File: src/rtl/rom_bus_ctrl.sv
// 68000 read controller for banked 8K x 16 program ROMs: decodes the bank, strobes one
// ROM chip enable for a single clock, absorbs the ROM output register and returns DTACK_n.
module rom_bus_ctrl #(
  parameter int BANK_BITS   = 2,
  parameter int WAIT_STATES = 0,
  localparam int NUM_BANKS  = 2**BANK_BITS
) (
  input  logic                      clk,
  input  logic                      reset_n,
  input  logic [12+BANK_BITS:0]     cpu_a,
  input  logic                      cpu_as_n,
  input  logic                      cpu_rw,
  input  logic                      rom_sel,
  output logic [15:0]               cpu_d,
  output logic                      cpu_dtack_n,
  output logic                      wr_err,
  output logic [12:0]               rom_a,
  output logic [NUM_BANKS-1:0]      rom_ce_n,
  input  logic [16*NUM_BANKS-1:0]   rom_d
);

  typedef enum logic [2:0] {
    S_IDLE, S_SELECT, S_WAIT, S_LATCH, S_ACK
  } state_t;

  state_t                 state, state_nxt;
  logic [BANK_BITS-1:0]   bank, bank_nxt;
  logic [3:0]             cnt, cnt_nxt;
  logic [12:0]            rom_a_nxt;
  logic [NUM_BANKS-1:0]   ce_nxt;
  logic [15:0]            d_nxt;
  logic                   dtack_nxt;
  logic                   wr_err_nxt;

  always_ff @(posedge clk or negedge reset_n) begin
    if (!reset_n) begin
      state       <= S_IDLE;
      bank        <= '0;
      cnt         <= '0;
      rom_a       <= '0;
      rom_ce_n    <= '1;
      cpu_d       <= '0;
      cpu_dtack_n <= 1'b1;
      wr_err      <= 1'b0;
    end else begin
      state       <= state_nxt;
      bank        <= bank_nxt;
      cnt         <= cnt_nxt;
      rom_a       <= rom_a_nxt;
      rom_ce_n    <= ce_nxt;
      cpu_d       <= d_nxt;
      cpu_dtack_n <= dtack_nxt;
      wr_err      <= wr_err_nxt;
    end
  end

  // Chip enables default high so each enable is low for exactly the one SELECT clock.
  always_comb begin
    state_nxt  = state;
    bank_nxt   = bank;
    cnt_nxt    = cnt;
    rom_a_nxt  = rom_a;
    ce_nxt     = '1;
    d_nxt      = cpu_d;
    dtack_nxt  = cpu_dtack_n;
    wr_err_nxt = 1'b0;
    case (state)
      S_IDLE: begin
        dtack_nxt = 1'b1;
        if (!cpu_as_n && rom_sel) begin
          if (cpu_rw) begin
            rom_a_nxt                 = cpu_a[12:0];
            bank_nxt                  = cpu_a[12+BANK_BITS:13];
            ce_nxt[cpu_a[12+BANK_BITS:13]] = 1'b0;
            state_nxt                 = S_SELECT;
          end else begin
            dtack_nxt  = 1'b0;
            wr_err_nxt = 1'b1;
            state_nxt  = S_ACK;
          end
        end
      end
      S_SELECT: begin
        if (cpu_as_n) begin
          dtack_nxt = 1'b1;
          state_nxt = S_IDLE;
        end else begin
          cnt_nxt   = 4'(WAIT_STATES);
          state_nxt = (WAIT_STATES > 0) ? S_WAIT : S_LATCH;
        end
      end
      S_WAIT: begin
        if (cpu_as_n) begin
          dtack_nxt = 1'b1;
          state_nxt = S_IDLE;
        end else begin
          cnt_nxt = cnt - 4'd1;
          if (cnt <= 4'd1) state_nxt = S_LATCH;
        end
      end
      S_LATCH: begin
        if (cpu_as_n) begin
          dtack_nxt = 1'b1;
          state_nxt = S_IDLE;
        end else begin
          d_nxt     = rom_d[16*bank +: 16];
          dtack_nxt = 1'b0;
          state_nxt = S_ACK;
        end
      end
      S_ACK: begin
        if (cpu_as_n) begin
          dtack_nxt = 1'b1;
          state_nxt = S_IDLE;
        end
      end
      default: begin
        dtack_nxt = 1'b1;
        state_nxt = S_IDLE;
      end
    endcase
  end

endmodule
File: config.mk
export PLATFORM = sky130hd
export DESIGN_NAME = rom_bus_ctrl
export DESIGN_NICKNAME = d
export VERILOG_FILES = /design/src/rtl/rom_bus_ctrl.sv
export SDC_FILE = /design/constraint.sdc
export NUM_CORES = 1
export LEC_CHECK = 0
export ABC_AREA = 1
export BUFFER_PORTS_ARGS = -buffer_cell sky130_fd_sc_hd__buf_2
export CAP_MARGIN = 0
export CORE_ASPECT_RATIO = 2
export CORE_MARGIN = 3
export CORE_UTILIZATION = 38
export CTS_BUF_LIST = sky130_fd_sc_hd__clkbuf_4
export CTS_CLUSTER_SIZE = 25
export DETAILED_ROUTE_END_ITERATION = 16
export HOLD_SLACK_MARGIN = 0.05
export PLACE_DENSITY = 0.69
export SYNTH_ARGS = -nofsm -noshare
export SYNTH_HDL_FRONTEND = slang
export SYNTH_SLANG_ARGS = --single-unit
File: constraint.sdc
create_clock -name clk -period 1.7 [get_ports clk]
set_clock_uncertainty 0.1 [all_clocks]
set_input_delay 0.34 -clock clk [delete_from_list [all_inputs] [get_ports clk]]
set_output_delay 0.34 -clock clk [all_outputs]
set_load 0.02 [all_outputs]
# After elaboration in Yosys (flattened, before gate mapping)
# Cells that the tools add are included.
dict set report word_totals {
  regBits 44
  inputBits 84
  out_inout_bits 35
}
dict set report op_classes {
  n_addsub 1
  order_cmp 3
  eq_ne 10
  shifts 1
  muxes 24
  n_bitwise 2
  n_reduce_logical 10
}
# operator count
set ops {}
lappend ops {{64-bit by 7-bit variable part select with 16-bit output} 1}
lappend ops {{4-bit two-way mux} 5}
lappend ops {{3-bit two-way mux} 6}
lappend ops {{3-bit one-hot mux with 5 select lines} 1}
lappend ops {{3-bit AND reduction} 3}
lappend ops {{1-bit two-way mux} 8}
lappend ops {{2-bit != test (second input constant)} 4}
lappend ops {{4-bit one-hot mux with 2 select lines} 1}
lappend ops {{3-bit by 2-bit == test with 1-bit output (second input constant)} 2}
lappend ops {{4-bit by 1-bit less-or-equal comparator with 1-bit output (second input constant)} 1}
lappend ops {{4-bit NOT} 1}
lappend ops {{4-bit by 1-bit subtractor with 4-bit output (second input constant)} 1}
lappend ops {{3-bit by 1-bit == test with 1-bit output (second input constant)} 1}
lappend ops {{3-bit == test (second input constant)} 1}
lappend ops {{3-bit zero test} 1}
lappend ops {{2-bit by 3-bit less-than comparator with 1-bit output (second input constant)} 1}
lappend ops {{3-bit != test (second input constant)} 1}
lappend ops {{1-bit one-hot mux with 3 select lines} 1}
lappend ops {{3-bit OR reduction} 1}
lappend ops {{1-bit demux with 2-bit select} 1}
lappend ops {{2-bit by 1-bit greater-or-equal comparator with 1-bit output (second input constant)} 1}
lappend ops {{1-bit logical AND} 2}
lappend ops {{2-bit two-way mux} 1}
lappend ops {{2-bit by 1-bit != test with 1-bit output (second input constant)} 1}
lappend ops {{4 further kinds} 4}

# Depth between registers and ports, before layout
# Gate-level depths: netlist of the first run.
dict set report logic_depth {
  depth_word 8
  ltp_mapped 8
  depth_no_buf 7
}

# Worst setup path before layout of the first run
# No wires, ideal clock.
dict set report synth_path {
  path_type {register to register}
  start {reg state[2]}
  end {reg rom_a[0]}
  setup_time_ps 115
  t_arrival_ps 1000
  t_required_ps 1485
  path_slack_ps 485
  stages_incl_launch_ff 8
  period_less_slack_ps 1215
  path_cell_list {dfrtp_1 -> nor2_2 -> nand2_2 -> inv_4 -> nand2_8 -> buf_6 -> nand2_1 -> nand2_2}
}
dict set report synth_via {
  elab_chain_len 2
}
# element line_no
set synth_rtl {}
lappend synth_rtl {{start: declaration} 26} ;# state_t state, state_nxt;
lappend synth_rtl {{start signal: assignment} 46} ;# state <= state_nxt;
lappend synth_rtl {{3-bit zero test} 67} ;# case (state)
lappend synth_rtl {{3-bit AND reduction (no source line)} --}
lappend synth_rtl {{end signal: assignment} 49} ;# rom_a <= rom_a_nxt;
lappend synth_rtl {{end: declaration} 17} ;# output logic [12:0] rom_a,
# No other way between the ends.
# A chain may end at the register's enable or synchronous reset.

# Worst setup path in the final report of the first run
dict set report layout_path {
  start {reg rom_ce_n[0]}
  end {out rom_ce_n[0]}
}
# element line_no
set layout_lines {}
lappend layout_lines {{start: declaration} 18} ;# output logic [NUM_BANKS-1:0] rom_ce_n,
lappend layout_lines {{start signal: assignment} 50} ;# rom_ce_n <= ce_nxt;
# No word-level cell between the ends.

==> flow_summary_export.csv, run 1 <==
group,metric,value,unit
floorplan,initial_core_util,39.8,%
cells_and_area,area_growth,33.4,%
clock_tree,cts-root-buf,"clkbuf_4",
synth,yosysTopAreaCellShare,38.6,%
floorplan,die_h,121,um
worst_hold_path,holdPathStages,3,
global_routing,grt_first_pass_wirelength,11.0,mm
synth,yosysMostFrequentCell,"nand2_1",
global_routing,grt_usage,18.1,%
drt,routedWlPerCell,11.6,um
timing,hold_ws,0.0765,ns
placement,place_inst,555,
cells_and_area,design_area,3380,um^2
synth,synth-seq-cells,44,
cells_and_area,nFillCells,658,
global_routing,grt_antenna_before_repair,0,
worst_setup_path,critPathMaxStageDelay,0.54,ns
worst_hold_path,hold_class,"in2reg",
power_and_ir_drop,p_comb_share,53.6,%
synth,synth_cell_types,24,
placement,dpl_cell_area,3170,um^2
worst_hold_path,worstHoldStart,"cpu_a[2]",
worst_setup_path,worst_setup_path_start_kind,"register",
worst_setup_path,crit_arrival,1.07,ns
clock_tree,cts_tree,"built",
cells_and_area,n_antenna_cell,0,
synth,ys_seq_area_share,43.7,%
synth,synth_top_flop_cell,"dfrtp_1",
power_and_ir_drop,p_int,2.51,mW
power_and_ir_drop,p_clk_share,10.9,%
timing,tns,0,ns
worst_setup_path,path_buf_inv,1,
worst_setup_path,r2r-end,"cpu_d[6]$_DFFE_PN0P_",
floorplan,die_area,7740,um^2
cells_and_area,multi_input_area,1180,um^2
global_routing,gr-total-overflow,0,
clock_tree,post_cts_resized,0,
drt,first_iter_violations,80,
timing,grt_setup_unrepaired,"no",
worst_setup_path,worstRegToRegCells,6,
timing,hold_viol,0,
timing,fin_crit,1.51,ns
timing,setup_viol,0,
clock_tree,postCtsSetupBuffers,0,
clock_tree,cts.clk_slew.worst_paths,0.13,ns
drt,ant_nets,0,
worst_setup_path,crit_type,"reg2out",
placement,dp_hpwl,5.15,mm
clock_tree,worstSkewPairLatency,0.36,ns
worst_hold_path,hold_end,"rom_a[2]$_DFFE_PN0P_",
timing,final_max_slew_viol_count,0,
cells_and_area,stdcell_count,578,
placement,gp_congestion,0.846,
worst_setup_path,r2r-start,"state[2]$_DFFE_PN0P_",
worst_setup_path,critPathCaptureType,"output pin",
timing,max-slew-margin-rel,75.5,%
synth,synthCells,362,
floorplan,core-area,6360,um^2
synth,synth_top_family_by_area,"simple AND/OR/NAND/NOR gates",
synth,synth_fp_nets,448,
synth,muxShareOfSynthArea,0,%
global_routing,grt_start_max_net_pins,50,
timing,fin_crit_sh,88.6,%
power_and_ir_drop,p_per_area,1410,nW/um^2
drt,dr.pass1.iters,4,
synth,synthSimpleGateAreaFrac,37.5,%
drt,drc,0,
placement,pre_cts_ws,0.259,ns
clock_tree,numCtsBuffers,5,
power_and_ir_drop,pwr-share-seq,35.5,%
timing,fmax,0.664,GHz
timing,worst_slack,0.194,ns
power_and_ir_drop,leakage,1.94,nW
worst_setup_path,worst-path-max-fanout,1,
clock_tree,cts.path.max_buffers,2,
worst_setup_path,crit_path_cell_trace,"buf_2",
worst_setup_path,reg2reg_slack,0.29,ns
cells_and_area,nNetsFinal,577,
synth,synth_xor_xnor_area_share,0.346,%
clock_tree,htree_levels,2,
global_routing,grt_pass1_vias,2476,
synth,synth_compound_area_share,7.76,%
timing,worst_slew_pin_slew,0.368,ns
cells_and_area,regArea,1110,um^2
synth,synth_edf_count,0,
clock_tree,clock_sinks,44,
synth,synth_area_per_cell,6.99,um^2
floorplan,die_width,63.7,um
power_and_ir_drop,power.switching,2.24,mW
drt,via_per_inst,4.40,
floorplan,ios,119,
synth,async_flop_share,100,%
worst_setup_path,worstPathRequired,1.26,ns
cells_and_area,final_core_util,53.1,%
synth,synthTopCellsByArea,"dfrtp_1 39%, nand2_1 18%, nor2_1 12%, o21ai_0 6.9%, dfstp_2 5.2%",
floorplan,num_rows,41,
run_status,outcome,"completed",
power_and_ir_drop,peakVddDrop,0.792,mV
worst_setup_path,critPathSlowestCell,"dfstp_2",
flow_run,maxCapViolations,0,
power_and_ir_drop,p_total,4.75,mW
synth,ys_warn_count,0,
synth,synth_common_cells,"122 x nand2_1, 78 x nor2_1, 39 x dfrtp_1",
cells_and_area,drive_gt1_share,32.5,%
synth,synthAdderAreaFrac,0.989,%
power_and_ir_drop,switching_share,47.1,%
placement,io_buffer_count,118,
drt,vias,2545,
drt,drt_wl_total,6.69,mm
worst_setup_path,critPathTopFamily,"flip-flops",
synth,netlist_area,2530,um^2
synth,yosysTopAreaCell,"dfrtp_1",
==> sequential cells by signal (all words and copies together) (netlist names) <==
register,count
wr_err,1
cpu_dtack_n,1
cpu_d,16
rom_a,13
bank,2
state,3
rom_ce_n,4
cnt,4
==> power by group through the flow <==
stage / Clock [mW] / Combinational [mW] / Sequential, mW
after global placement: 0 / 2.51 / 1.69
after floorplan: 0 / 1.57 / 1.98
after CTS: 0.557 / 2.57 / 1.69
after global routing: 0.593 / 2.88 / 1.73
final: 0.518 / 2.55 / 1.68
after detailed placement: 0 / 2.53 / 1.70
==> how the worst max path moves through the flow <==
| stage | startpoint | slack, ns | endpoint | cells past startpoint |
|---|---|---|---|---|
| after detailed placement | cpu_as_n | 0.26 | cpu_d[6]$_DFFE_PN0P_ | 7 |
| final | rom_ce_n[0]$_DFF_PN1_ | 0.19 | rom_ce_n[0] | 1 |
| after global routing | rom_ce_n[0]$_DFF_PN1_ | 0.13 | rom_ce_n[0] | 1 |
| after floorplan | state[2]$_DFFE_PN0P_ | 0.48 | rom_a[0]$_DFFE_PN0P_ | 7 |
| after global placement | cpu_as_n | 0.31 | cpu_d[9]$_DFFE_PN0P_ | 7 |
| after CTS | rom_ce_n[0]$_DFF_PN1_ | 0.16 | rom_ce_n[0] | 1 |
==> placed cells by master, fill, tap and decap left out, types with 2 or more instances in the layout <==
cell           count
buf_12             2
buf_2            118
buf_4              2
clkbuf_4           6
dfrtp_1           39
dfstp_2            5
dlygate4sd3_1     15
ha_1               2
inv_1             25
inv_2              3
inv_4              2
nand2_1          122
nand2_2           16
nand3_1           10
nor2_1            78
nor2_4             2
o21ai_0           35
o21ai_1            2
==> metal layers <==
layer  share of wire, %  wire length [um]  vias to the layer above  global-route usage [%]
met5                  0                 0                        -                       0
met4                3.0               201                        0                    8.80
met3                5.8               389                       15                    3.99
met2                 54              3640                       75                    33.5
met1                 37              2460                     1098                    18.7
li1                   -                 -                     1357                       -
==> worst register-to-register path: stages (launching register included) <==
cell and delay, ns:
dfrtp_1 0.44, inv_1 0.10, nand2_2 0.18, nor2_4 0.20, buf_4 0.20, nand2_1 0.07, nand2_1 0.07
==> logic make-up (layout without fill, tap and decap cells) <==
group,count (synthesis),in the layout
AO/OA/AOI/OAI,39,39
XOR/XNOR,1,1
adder cells (fa/ha/maj),2,2
buffers and inverters,46,176
flip-flops,44,44
AND/OR/NAND/NOR,230,230
==> cell type report <==
| cell class | instances | share of cell area [%] |
|---|---|---|
| well taps | 86 | 3.19 |
| flip-flops and latches | 44 | 32.8 |
| inverters | 31 | 3.82 |
| multi-input cells | 272 | 35.0 |
| clock buffers | 6 | 1.33 |
| clock inverters | 2 | 0.334 |
| repair buffers | 137 | 23.6 |
==> what timing repair did <==
action,4_1_cts,5_1_grt
hold endpoints to repair,54,0
setup endpoints to repair,0,0
hold buffers,15,0
Note: power is estimated with default switching activity, not from simulation.
==> inputs of run 2 (changes only) <==
Settings changed: BUFFER_PORTS_ARGS -buffer_cell sky130_fd_sc_hd__buf_2 to -buffer_cell sky130_fd_sc_hd__buf_4.
==> run 2 against run 1 <==
Net effect:
- routed wire length is 1.8% higher
- critical path depth did not move
- flip-flop and latch count unchanged
- hold slack better by 0.00059 ns
- first-iteration DRC count rose by 3.8%
- clock-buffer cell count unchanged
- power is 4.1% higher
- sequential share of layout area down 1.9 points
- die area unchanged
- cell area grew 6.1%
- critical endpoint is now cpu_dtack_n
==> flow_summary_export.csv, run 2 (synthesis gave the netlist of run 1 again) <==
group,metric,value,unit
floorplan,num_rows,41,
floorplan,die_width,63.7,um
timing,tns,0,ns
floorplan,die_h,121,um
cells_and_area,final_common_cell,"nand2_1",
worst_setup_path,worst_setup_path_start_kind,"register",
drt,routedWlPerCell,11.9,um
timing,worst_slew_pin_slew,0.548,ns
global_routing,grt_start_max_net_pins,50,
clock_tree,worstSkewPairLatency,0.36,ns
power_and_ir_drop,peakVddDrop,0.654,mV
drt,via_per_inst,4.49,
global_routing,use_met3,3.34,%
floorplan,ios,119,
timing,fin_crit_sh,86.8,%
power_and_ir_drop,p_clk_share,10.2,%
worst_setup_path,worstPathRequired,1.26,ns
clock_tree,clock_sinks,44,
cells_and_area,final_core_util,56.3,%
cells_and_area,nNetsFinal,569,
worst_setup_path,critPathSlowestCell,"dfstp_2",
clock_tree,post_cts_resized,0,
drt,vias,2560,
global_routing,grt-busiest-layer,"met2",
power_and_ir_drop,p_int,2.71,mW
power_and_ir_drop,switching_share,45.1,%
global_routing,grt_pass1_vias,2609,
worst_hold_path,hold_class,"in2reg",
cells_and_area,final_cell_mix,"122 x nand2_1, 120 x buf_4, 78 x nor2_1",
placement,io_buffer_count,118,
floorplan,die_area,7740,um^2
drt,dr.pass1.iters,4,
worst_setup_path,crit_type,"reg2out",
global_routing,grt_antenna_before_repair,0,
power_and_ir_drop,p_comb_share,55.5,%
flow_run,maxCapViolations,0,
clock_tree,hold_buffers,4,
worst_setup_path,crit_arrival,1.04,ns
worst_setup_path,critPathMaxStageDelay,0.55,ns
clock_tree,htree_levels,2,
worst_setup_path,worst-path-max-fanout,2,
cells_and_area,drive_gt1_share,33.1,%
clock_tree,cts_tree,"built",
timing,worst_slack,0.224,ns
timing,hold_viol,0,
timing,max-slew-margin-rel,63.5,%
power_and_ir_drop,p_total,4.94,mW
cells_and_area,regMostFlops,"cpu_d",
cells_and_area,n_antenna_cell,0,
timing,grt_setup_unrepaired,"no",
timing,setup_viol,0,
power_and_ir_drop,power.switching,2.23,mW
timing,fin_crit,1.48,ns
drt,drc,0,
drt,ant_nets,0,
cells_and_area,reg_top3,"cpu_d (16), rom_a (13)",
global_routing,grt_usage,17.9,%
worst_setup_path,crit_path_cell_trace,"buf_4",
placement,pre_cts_ws,0.235,ns
worst_setup_path,critPathCaptureType,"output pin",
floorplan,core-area,6360,um^2
floorplan,initial_core_util,39.8,%
placement,gp_congestion,0.834,
power_and_ir_drop,leakage,1.99,nW
power_and_ir_drop,pwr-share-seq,34.2,%
power_and_ir_drop,p_per_area,1380,nW/um^2
cells_and_area,area_growth,41.5,%
cells_and_area,largest_reg_flops,16,
global_routing,grtUsageMet2,36.5,%
worst_setup_path,path_buf_inv,1,
global_routing,grt_first_pass_wirelength,11.1,mm
clock_tree,numCtsBuffers,5,
drt,drt_wl_total,6.81,mm
clock_tree,cts-root-buf,"clkbuf_4",
timing,hold_ws,0.0771,ns
worst_setup_path,critPathTopFamily,"flip-flops",
clock_tree,cts.clk_slew.worst_paths,0.12,ns
timing,final_max_slew_viol_count,0,
timing,fmax,0.678,GHz
global_routing,gr-total-overflow,0,
drt,first_iter_violations,83,
clock_tree,cts.path.max_buffers,2,
global_routing,met1_usage,16.8,%
run_status,outcome,"completed",
placement,dp_hpwl,5.49,mm
clock_tree,postCtsSetupBuffers,0,
-- run 2: cell count changes in the layout (fill, tap and decap cells not counted) --
| cell | previous run | this run |
|---|---|---|
| buf_2 | 118 | 0 |
| buf_4 | 2 | 120 |
| dlygate4sd3_1 | 15 | 8 |
| buf_12 | 2 | 1 |
| clkinv_1 | 1 | 0 |
| clkinv_2 | 0 | 1 |
-- run 2: cell type report --
class                           count  area [um^2]
Fill cell                         675         2780
Timing Repair Buffer              129         1000
Sequential cell                    44         1110
Clock buffer                        6         45.0
Inverter                           31          129
Multi-Input combinational cell    272         1180
Clock inverter                      2         12.5
Tap cell                           86          108
-- run 2: power by group through the flow --
stage | Sequential, mW | Combinational (mW) | Clock (mW)
5_1_grt | 1.74 | 3.10 | 0.586
3_3_place_gp | 1.71 | 2.73 | 0
6_report | 1.69 | 2.74 | 0.506
3_5_place_dp | 1.72 | 2.77 | 0
4_1_cts | 1.70 | 2.77 | 0.542
2_1_floorplan | 1.98 | 1.57 | 0
-- run 2: metrics by stage --
step	instances	cell area, um^2
floorplan	362	2530
global placement	554	3440
detailed placement	554	3440
CTS	566	3540
global route	570	3580
finish	570	3580
-- run 2: routing by layer --
metal,routed length [um],vias to the layer above
met1,2430,1141
li1,-,1343
met4,103,0
met2,3940,69
met3,335,7
met5,0,-
-- run 2: path summary, 6_finish.rpt --
path / to / startpoint / slack [ns] / depth (start not counted)
worst max-delay path: cpu_dtack_n / cpu_dtack_n$_DFFE_PN1P_ / 0.22 / 1
worst min-delay path: rom_a[1]$_DFFE_PN0P_ / cpu_a[1] / 0.08 / 3
worst max register to register: cpu_d[2]$_DFFE_PN0P_ / bank[0]$_DFFE_PN0P_ / 0.30 / 6
worst min register to register: cpu_dtack_n$_DFFE_PN1P_ / cpu_dtack_n$_DFFE_PN1P_ / 0.39 / 2
max in group asynchronous: rom_ce_n[1]$_DFF_PN1_ / reset_n / 0.71 / 2
min in group asynchronous: cnt[2]$_DFFE_PN0P_ / reset_n / 0.40 / 2
==> inputs of run 3 (changes only) <==
--- a/config.mk
+++ b/config.mk
@@ -9,3 +9,2 @@
 export BUFFER_PORTS_ARGS = -buffer_cell sky130_fd_sc_hd__buf_4
-export CAP_MARGIN = 0
 export CORE_ASPECT_RATIO = 2
==> constraint.sdc (replaced) <==
create_clock -name clk -period 1.9 [get_ports clk]
set_clock_uncertainty 0.1 [all_clocks]
set_input_delay 0.095 -clock clk [delete_from_list [all_inputs] [get_ports clk]]
set_output_delay 0.095 -clock clk [all_outputs]
set_load 0.02 [all_outputs]
==> run 3 against run 2 <==
Net effect:
- cell area is 14% higher
- largest cell class is now non-clock buffers
- global-route usage up 1.8 points
- core utilization is 7.8 points higher
- flip-flop and latch count did not move
==> flow_summary_export.csv, run 3 (synthesis gave the netlist of run 1 again) <==
group,metric,value,unit
global_routing,grt_antenna_before_repair,0,
worst_setup_path,crit_arrival,1.99,ns
flow_run,maxCapViolations,0,
worst_setup_path,critPathTopFamily,"buffers and inverters",
run_status,outcome,"completed",
worst_setup_path,worst-path-max-fanout,18,
clock_tree,htree_levels,2,
cells_and_area,final_common_cell,"nand2_1",
worst_setup_path,critPathSlowestCell,"dlygate4sd3_1",
clock_tree,numCtsBuffers,5,
cells_and_area,area_growth,61.2,%
timing,max-slew-margin-rel,63.3,%
cells_and_area,nNetsFinal,616,
worst_hold_path,holdPathStages,7,
cells_and_area,largest_reg_flops,16,
clock_tree,clock_sinks,44,
timing,tns,0,ns
floorplan,die_width,63.7,um
timing,grt_setup_unrepaired,"yes",
worst_setup_path,worstPathRequired,2.09,ns
drt,via_per_inst,4.48,
placement,pre_cts_ws,0.443,ns
cells_and_area,regMostFlops,"cpu_d",
timing,hold_ws,0.0233,ns
timing,setup_viol,0,
worst_hold_path,hold_class,"in2reg",
cells_and_area,reg_top3,"cpu_d (16), rom_a (13)",
clock_tree,cts.path.max_buffers,2,
cells_and_area,final_cell_mix,"122 x nand2_1, 119 x buf_4, 77 x nor2_1",
cells_and_area,stdcell_count,617,
global_routing,grt_pass1_vias,2671,
placement,dpl_cell_area,3440,um^2
drt,first_iter_violations,137,
floorplan,die_h,121,um
drt,drt_wl_total,7.66,mm
timing,worst_slew_pin_slew,0.550,ns
drt,drc,0,
worst_setup_path,critPathCaptureType,"register",
floorplan,core-area,6360,um^2
worst_setup_path,worst_setup_path_start_kind,"register",
power_and_ir_drop,peakVddDrop,0.806,mV
worst_setup_path,reg2reg_slack,0.1,ns
worst_setup_path,crit_path_cell_trace,"nor2_2, nand2_2, inv_4, nand2_8, clkinv_8, nand3_1, dlygate4sd3_1",
timing,fin_crit,1.80,ns
drt,routedWlPerCell,12.4,um
power_and_ir_drop,leakage,2.19,nW
cells_and_area,design_area,4080,um^2
cells_and_area,final_core_util,64.1,%
drt,vias,2767,
clock_tree,cts.clk_slew.worst_paths,0.14,ns
drt,dr.pass1.iters,4,
global_routing,grt_start_max_net_pins,50,
timing,worst_slack,0.0990,ns
global_routing,grt_first_pass_wirelength,12.3,mm
worst_setup_path,critPathMaxStageDelay,0.55,ns
placement,gp_congestion,0.830,
timing,final_max_slew_viol_count,0,
worst_setup_path,worstRegToRegCells,7,
drt,ant_nets,0,
cells_and_area,n_antenna_cell,0,
floorplan,ios,119,
clock_tree,cts-root-buf,"clkbuf_4",
global_routing,gr-total-overflow,0,
clock_tree,worstSkewPairLatency,0.35,ns
floorplan,initial_core_util,39.8,%
placement,place_inst,553,
placement,dp_hpwl,5.43,mm
placement,io_buffer_count,118,
worst_setup_path,crit_type,"reg2reg",
floorplan,num_rows,41,
worst_setup_path,crit_cells,7,
clock_tree,cts_tree,"built",
floorplan,die_area,7740,um^2
timing,fmax,0.555,GHz
global_routing,grt_usage,19.7,%
timing,fin_crit_sh,94.8,%
worst_setup_path,path_buf_inv,3,
power_and_ir_drop,p_total,4.81,mW
timing,hold_viol,0,
power_and_ir_drop,p_per_area,1180,nW/um^2
cells_and_area,drive_gt1_share,30.9,%
==> run 3: changes by cell type in the layout (fill, tap and decap cells not counted), sizes merged <==
cell	before	now
dlygate4sd3	8	54
inv	31	30
clkinv	1	4
clkinvlp	1	0
==> run 3: metal layers <==
| metal | vias up | GRT usage [%] | part of all wire (%) |
|---|---|---|---|
| met5 | - | 0 | 0 |
| met4 | 0 | 5.95 | 1.6 |
| met3 | 10 | 3.43 | 4.6 |
| met2 | 76 | 37.2 | 56 |
| met1 | 1247 | 21.9 | 37 |
| li1 | 1434 | - | - |
==> run 3: final cells by class <==
class                      count  area (um^2)
fill                         596         2280
timing repair buffer         176         1490
multi-input combinational    272         1180
sequential                    44         1110
inverter                      31          134
tap                           86          108
clock buffer                   5         37.5
clock inverter                 3         18.8
==> run 3: final timing paths <==
| path | end | from |
|---|---|---|
| worst max-delay path | rom_ce_n[3]$_DFF_PN1_ | state[2]$_DFFE_PN0P_ |
| worst min-delay path | cpu_d[8]$_DFFE_PN0P_ | rom_d[56] |
| worst max register to register | rom_ce_n[3]$_DFF_PN1_ | state[2]$_DFFE_PN0P_ |
| worst min register to register | cpu_dtack_n$_DFFE_PN1P_ | cpu_dtack_n$_DFFE_PN1P_ |
| max in group asynchronous | bank[1]$_DFFE_PN0P_ | reset_n |
| min in group asynchronous | cnt[2]$_DFFE_PN0P_ | reset_n |
==> run 3: worst register-to-register path, delay by kind of cell, from the launching register on <==
kind / cells / cell delay [ns]
simple gates: 4 / 0.45
buf+inv: 3 / 0.76
flops: 1 / 0.44
==> run 3: report_power, final <==
part | internal, mW | switching, mW | total [mW]
Combinational | 1.27 | 1.55 | 2.82
Sequential | 1.28 | 0.259 | 1.53
Clock | 0.143 | 0.308 | 0.451
==> run 3: what timing repair did <==
| item | 4_1_cts | 5_1_grt |
|---|---|---|
| hold endpoints to repair | 82 | 0 |
| endpoints found under the setup margin | 0 | 8 |
| setup buffers | 0 | 1 |
| hold buffers | 55 | 0 |
| resized for setup | 0 | 5 |
